### src/rtl/mem_port_arbiter.sv
// Two-requester arbiter/sequencer for a single unified memory port.
// Core has priority, with a starvation guard for the loader and a watchdog.
module mem_port_arbiter #(
  parameter int AW           = 32,
  parameter int DW           = 32,
  parameter int STARVE_LIMIT = 4,
  parameter int TIMEOUT      = 16
) (
  input  logic          clk,
  input  logic          rst,
  input  logic          c_req,
  input  logic          c_we,
  input  logic [AW-1:0] c_addr,
  input  logic [DW-1:0] c_wdata,
  output logic          c_gnt,
  output logic          c_done,
  output logic [DW-1:0] c_rdata,
  input  logic          l_req,
  input  logic          l_we,
  input  logic [AW-1:0] l_addr,
  input  logic [DW-1:0] l_wdata,
  output logic          l_gnt,
  output logic          l_done,
  output logic [DW-1:0] l_rdata,
  output logic          mem_en,
  output logic          mem_we,
  output logic [AW-1:0] mem_addr,
  output logic [DW-1:0] mem_wdata,
  input  logic [DW-1:0] mem_rdata,
  input  logic          mem_ready,
  output logic          err,
  output logic          busy
);

  localparam int SW = $clog2(STARVE_LIMIT + 1);
  localparam int WW = $clog2(TIMEOUT + 1);
  localparam logic [SW-1:0] SKIP_MAX = SW'(STARVE_LIMIT);
  localparam logic [WW-1:0] WD_LAST  = WW'(TIMEOUT - 1);

  typedef enum logic [1:0] {IDLE, BUSY, RESP} state_t;

  state_t          state_reg, state_next;
  logic            owner_reg, owner_next;   // 0 = core, 1 = loader
  logic            we_reg, we_next;
  logic [AW-1:0]   addr_reg, addr_next;
  logic [DW-1:0]   wdata_reg, wdata_next;
  logic [SW-1:0]   skip_cnt_reg, skip_cnt_next;
  logic [WW-1:0]   wd_cnt_reg, wd_cnt_next;
  logic            c_gnt_reg, c_gnt_next;
  logic            l_gnt_reg, l_gnt_next;
  logic            c_done_reg, c_done_next;
  logic            l_done_reg, l_done_next;
  logic            err_reg, err_next;
  logic [DW-1:0]   c_rdata_reg, c_rdata_next;
  logic [DW-1:0]   l_rdata_reg, l_rdata_next;
  logic            pick_loader;
  logic [DW-1:0]   resp_data;

  always_ff @(posedge clk) begin
    if (rst) begin
      state_reg    <= IDLE;
      owner_reg    <= 1'b0;
      we_reg       <= 1'b0;
      addr_reg     <= '0;
      wdata_reg    <= '0;
      skip_cnt_reg <= '0;
      wd_cnt_reg   <= '0;
      c_gnt_reg    <= 1'b0;
      l_gnt_reg    <= 1'b0;
      c_done_reg   <= 1'b0;
      l_done_reg   <= 1'b0;
      err_reg      <= 1'b0;
      c_rdata_reg  <= '0;
      l_rdata_reg  <= '0;
    end else begin
      state_reg    <= state_next;
      owner_reg    <= owner_next;
      we_reg       <= we_next;
      addr_reg     <= addr_next;
      wdata_reg    <= wdata_next;
      skip_cnt_reg <= skip_cnt_next;
      wd_cnt_reg   <= wd_cnt_next;
      c_gnt_reg    <= c_gnt_next;
      l_gnt_reg    <= l_gnt_next;
      c_done_reg   <= c_done_next;
      l_done_reg   <= l_done_next;
      err_reg      <= err_next;
      c_rdata_reg  <= c_rdata_next;
      l_rdata_reg  <= l_rdata_next;
    end
  end

  always_comb begin
    state_next    = state_reg;
    owner_next    = owner_reg;
    we_next       = we_reg;
    addr_next     = addr_reg;
    wdata_next    = wdata_reg;
    skip_cnt_next = skip_cnt_reg;
    wd_cnt_next   = wd_cnt_reg;
    c_gnt_next    = 1'b0;
    l_gnt_next    = 1'b0;
    c_done_next   = 1'b0;
    l_done_next   = 1'b0;
    err_next      = 1'b0;
    // rdata registers are only non-zero during the done cycle
    c_rdata_next  = '0;
    l_rdata_next  = '0;
    pick_loader   = 1'b0;
    resp_data     = '0;

    case (state_reg)
      IDLE: begin
        if (c_req || l_req) begin
          pick_loader = l_req && (!c_req || skip_cnt_reg == SKIP_MAX);
          state_next  = BUSY;
          owner_next  = pick_loader;
          wd_cnt_next = '0;
          if (pick_loader) begin
            we_next       = l_we;
            addr_next     = l_addr;
            wdata_next    = l_wdata;
            l_gnt_next    = 1'b1;
            skip_cnt_next = '0;
          end else begin
            we_next    = c_we;
            addr_next  = c_addr;
            wdata_next = c_wdata;
            c_gnt_next = 1'b1;
            if (l_req && skip_cnt_reg != SKIP_MAX)
              skip_cnt_next = skip_cnt_reg + 1'b1;
          end
        end
      end

      BUSY: begin
        wd_cnt_next = wd_cnt_reg + 1'b1;
        if (mem_ready || wd_cnt_reg == WD_LAST) begin
          state_next = RESP;
          // a timed-out access returns zero and flags err
          resp_data  = (mem_ready && !we_reg) ? mem_rdata : '0;
          err_next   = !mem_ready;
          if (owner_reg) begin
            l_done_next  = 1'b1;
            l_rdata_next = resp_data;
          end else begin
            c_done_next  = 1'b1;
            c_rdata_next = resp_data;
          end
        end
      end

      RESP: state_next = IDLE;

      default: state_next = IDLE;
    endcase
  end

  assign c_gnt     = c_gnt_reg;
  assign l_gnt     = l_gnt_reg;
  assign c_done    = c_done_reg;
  assign l_done    = l_done_reg;
  assign c_rdata   = c_rdata_reg;
  assign l_rdata   = l_rdata_reg;
  assign err       = err_reg;
  assign busy      = (state_reg != IDLE);
  assign mem_en    = (state_reg == BUSY);
  assign mem_we    = mem_en & we_reg;
  assign mem_addr  = mem_en ? addr_reg  : '0;
  assign mem_wdata = mem_en ? wdata_reg : '0;

endmodule

### config.mk
export PLATFORM = sky130hd
export DESIGN_NAME = mem_port_arbiter
export DESIGN_NICKNAME = d
export VERILOG_FILES = /design/src/rtl/mem_port_arbiter.sv
export SDC_FILE = /design/constraint.sdc
export NUM_CORES = 1
export LEC_CHECK = 0
export CAP_MARGIN = 40
export CORE_MARGIN = 2
export CORE_UTILIZATION = 42
export CTS_CLUSTER_SIZE = 16
export DETAILED_ROUTE_END_ITERATION = 8
export PLACE_DENSITY = 0.83
export SLEW_MARGIN = 40
export SYNTH_ARGS = -nofsm -noshare
export SYNTH_HDL_FRONTEND = slang
export SYNTH_SLANG_ARGS = --single-unit
### constraint.sdc
create_clock -name clk -period 2.25 [get_ports clk]
set_input_delay 0.45 -clock clk [delete_from_list [all_inputs] [get_ports clk]]
set_output_delay 0.45 -clock clk [all_outputs]
set_load 0.02 [all_outputs]
==> results_dict.tcl <==
set metrics [dict create \
    die_w_um 130 \
    clkLatencyLatePin_ns 0.42 \
    gp_congestion 0.801 \
    critPathCapture "mem_wdata[22]" \
    seqCellArea_um2 2900 \
    cts_setup_buffers 0 \
    grt_max_degree 67 \
    numClockSinks 145 \
    crit_family "buffers and inverters" \
    grt_first_pass_wirelength_mm 32.7 \
    fillers 1315 \
    yosysWarnings 0 \
    max_freq_mhz 458 \
    period_needed_ns 2.18 \
    synth_top_area_share_pct 43.3 \
    arrival_ns 1.73 \
    min_period_over_period_pct 97.1 \
    vias_per_cell 5.52 \
    synth-edff-count 0 \
    antenna_found_initial 1 \
    power.leakage_nw 4.36 \
    cp_cell_sequence "nand2b_1, inv_2, buf_12, and2_1, dlygate4sd2_1" \
    cp-end-kind "output pin" \
    layout.nets 1109 \
    dr.first_iter.drc_count 363 \
    ff2ff_path_depth 7 \
    rsz0062_at_grt "no" \
    dr.pass1.iters 7 \
    clock_skew_ns 0.0108 \
    start_util_pct 42.5 \
    ys_ff_latch 145 \
    coreArea_um2 15800 \
    die_h_um 130 \
    worstSetupStartpointType "register" \
    root_buffer "clkbuf_16" \
    ys_types 38 \
    syn-instance-count 678 \
    drive_gt1_share_pct 7.89 \
    route.detailed.wl_per_inst_um 18.6 \
    slowest_stage "dlygate4sd2_1" \
    drc 0 \
    r2r_slack_ns 0.25 \
    path_depth 5 \
    grt-ovfl-total 0 \
    critPathRequiredTime_ns 1.80 \
    ant_nets 0 \
    yosys-top-cells-count "dfxtp_1, nor2b_1, nor4b_1" \
    synth_async_sr_flop_share_pct 0 \
    max-slew-margin-rel_pct 57.9 \
    multi_input_area_um2 3390 \
    place_hpwl_mm 14.8 \
    maxCapViolCount 0 \
    cts_buffers 17 \
    critPathMaxFanout 41 \
    status "finished clean" \
    powerDensity_nw_per_um2 662 \
    syn2layout_area_growth_pct 55.0 \
    max_slew.worst_pin.slew_ns 0.632 \
    die_area_um2 17000 \
    avgSynthCellArea_um2 9.90 \
    grt_pass1_vias 6193 \
    critPathMaxStageDelay_ns 0.35 \
    reg2reg_from "wd_cnt_reg[0]" \
    crit_start "state_reg[1]" \
    synth_area_leaders "dfxtp_1, a221o_1, nor4b_1, and4_1, nor2b_1" \
    tritoncts "yes" \
    hp-class "in2reg" \
    cts_hold_buffers 0 \
    worstReg2RegEnd "l_rdata[14]" \
    whs_ns 0.412 \
    fin_setup_tns_ns 0 \
    cts_resized 67 \
    slew_violations 0 \
    io_pins 303 \
    clk_pin_slew_ns 0.06 \
    cts_max_path_buffers 2 \
    synth_top_area_cell "dfxtp_1" \
    ys.flop_type "dfxtp_1" \
    syn_nets 849 \
    num_rows 46 \
    setup_viol 0 \
    synth_most_common_cell "dfxtp_1" \
    vias 6446 \
    gr-usage-all-layers_pct 24.7 \
    ys_seq_area_share_pct 43.3 \
    wl_mm 21.8 \
    hold_viol_final 0 \
    synth_area_um2 6710 \
    portBuffers 302 \
    worst-setup-path-type "reg2out" \
    ir_drop_uv 557 \
    htree_levels 4 \
    critPathBufInv 3 \
]
==> routing by layer <==
layer  vias to the layer above  share of wire [%]  track usage [%]
li1                       3067                  -                -
met1                      3006                 38             28.9
met2                       320                 48             41.6
met3                        51                9.9             8.59
met4                         2                3.5             9.89
met5                         -              0.060                0
==> through the flow <==
step / util, % / instances / setup slack (ns) / total power [mW] / cell area, um2
after floorplan: - / 678 / 0.364 / 3.54 / 6710
after global placement: 62.7 / 1135 / 0.160 / 4.18 / 9890
after detailed placement: 62.7 / 1135 / 0.112 / 4.20 / 9890
after CTS: 65.9 / 1167 / 0.00675 / 6.93 / 10400
after global routing: 65.9 / 1167 / 0.00114 / 7.15 / 10400
final: 65.9 / 1168 / 0.0650 / 6.89 / 10400
==> how the worst min path moves through the flow <==
stage / from / to / slack [ns] / cells after the start
2_1_floorplan: addr_reg[0] / addr_reg[0] / 0.45 / 1
3_3_place_gp: skip_cnt_reg[1] / skip_cnt_reg[1] / 0.46 / 2
3_5_place_dp: addr_reg[2] / addr_reg[2] / 0.46 / 1
4_1_cts: l_req / c_gnt / 0.40 / 2
5_1_grt: l_req / c_gnt / 0.41 / 2
6_report: l_req / c_gnt / 0.41 / 2
==> power breakdown <==
part	internal (mW)	total (mW)	leakage (nW)	switching (mW)
Combinational	0.656	1.31	2.90	0.656
Sequential	2.72	2.80	1.18	0.0776
Clock	1.59	2.78	0.276	1.19
==> cell families after synthesis <==
group | after synthesis | synth area share [%]
buf+inv | 93 | 6.49
simple gates | 351 | 37.9
flops | 145 | 43.3
fa+ha+maj | 4 | 0.746
xor+xnor | 1 | 0.131
compound gates | 84 | 11.5
==> area by class of cell <==
type,instances,share of cell area [%]
Multi-Input combinational cell,440,32.6
Timing Repair Buffer,328,31.0
Sequential cell,145,27.9
Clock buffer,18,4.22
Tap cell,216,2.60
Clock inverter,14,1.41
Inverter,6,0.217
Antenna cell,1,0.0241
==> layout by cell type (no fill, tap or decap), drive strengths merged, types with 4 or more instances in the layout <==
| cell type | netlist | layout |
|---|---|---|
| buf | 30 | 29 |
| o21ai | 4 | 4 |
| nor4b | 67 | 67 |
| or3 | 4 | 4 |
| a221o | 65 | 65 |
| and4 | 65 | 65 |
| clkinvlp | 0 | 4 |
| nor2b | 66 | 66 |
| ha | 4 | 4 |
| clkbuf | 57 | 20 |
| clkdlybuf4s50 | 0 | 234 |
| dlygate4sd2 | 0 | 55 |
| clkdlybuf4s15 | 0 | 8 |
| dfxtp | 145 | 145 |
| nor2 | 5 | 5 |
| inv | 6 | 12 |
| a21oi | 7 | 7 |
| and2 | 65 | 65 |
| and3 | 65 | 65 |
| nand2 | 4 | 4 |
==> worst register-to-register path, delay by kind of cell, from the launching register on <==
| kind | cells | cell delay [ns] |
|---|---|---|
| flops | 1 | 0.34 |
| fa+ha+maj | 2 | 0.46 |
| simple gates | 4 | 0.85 |
| buf+inv | 1 | 0.24 |
Note: power is estimated with default switching activity, not from simulation.
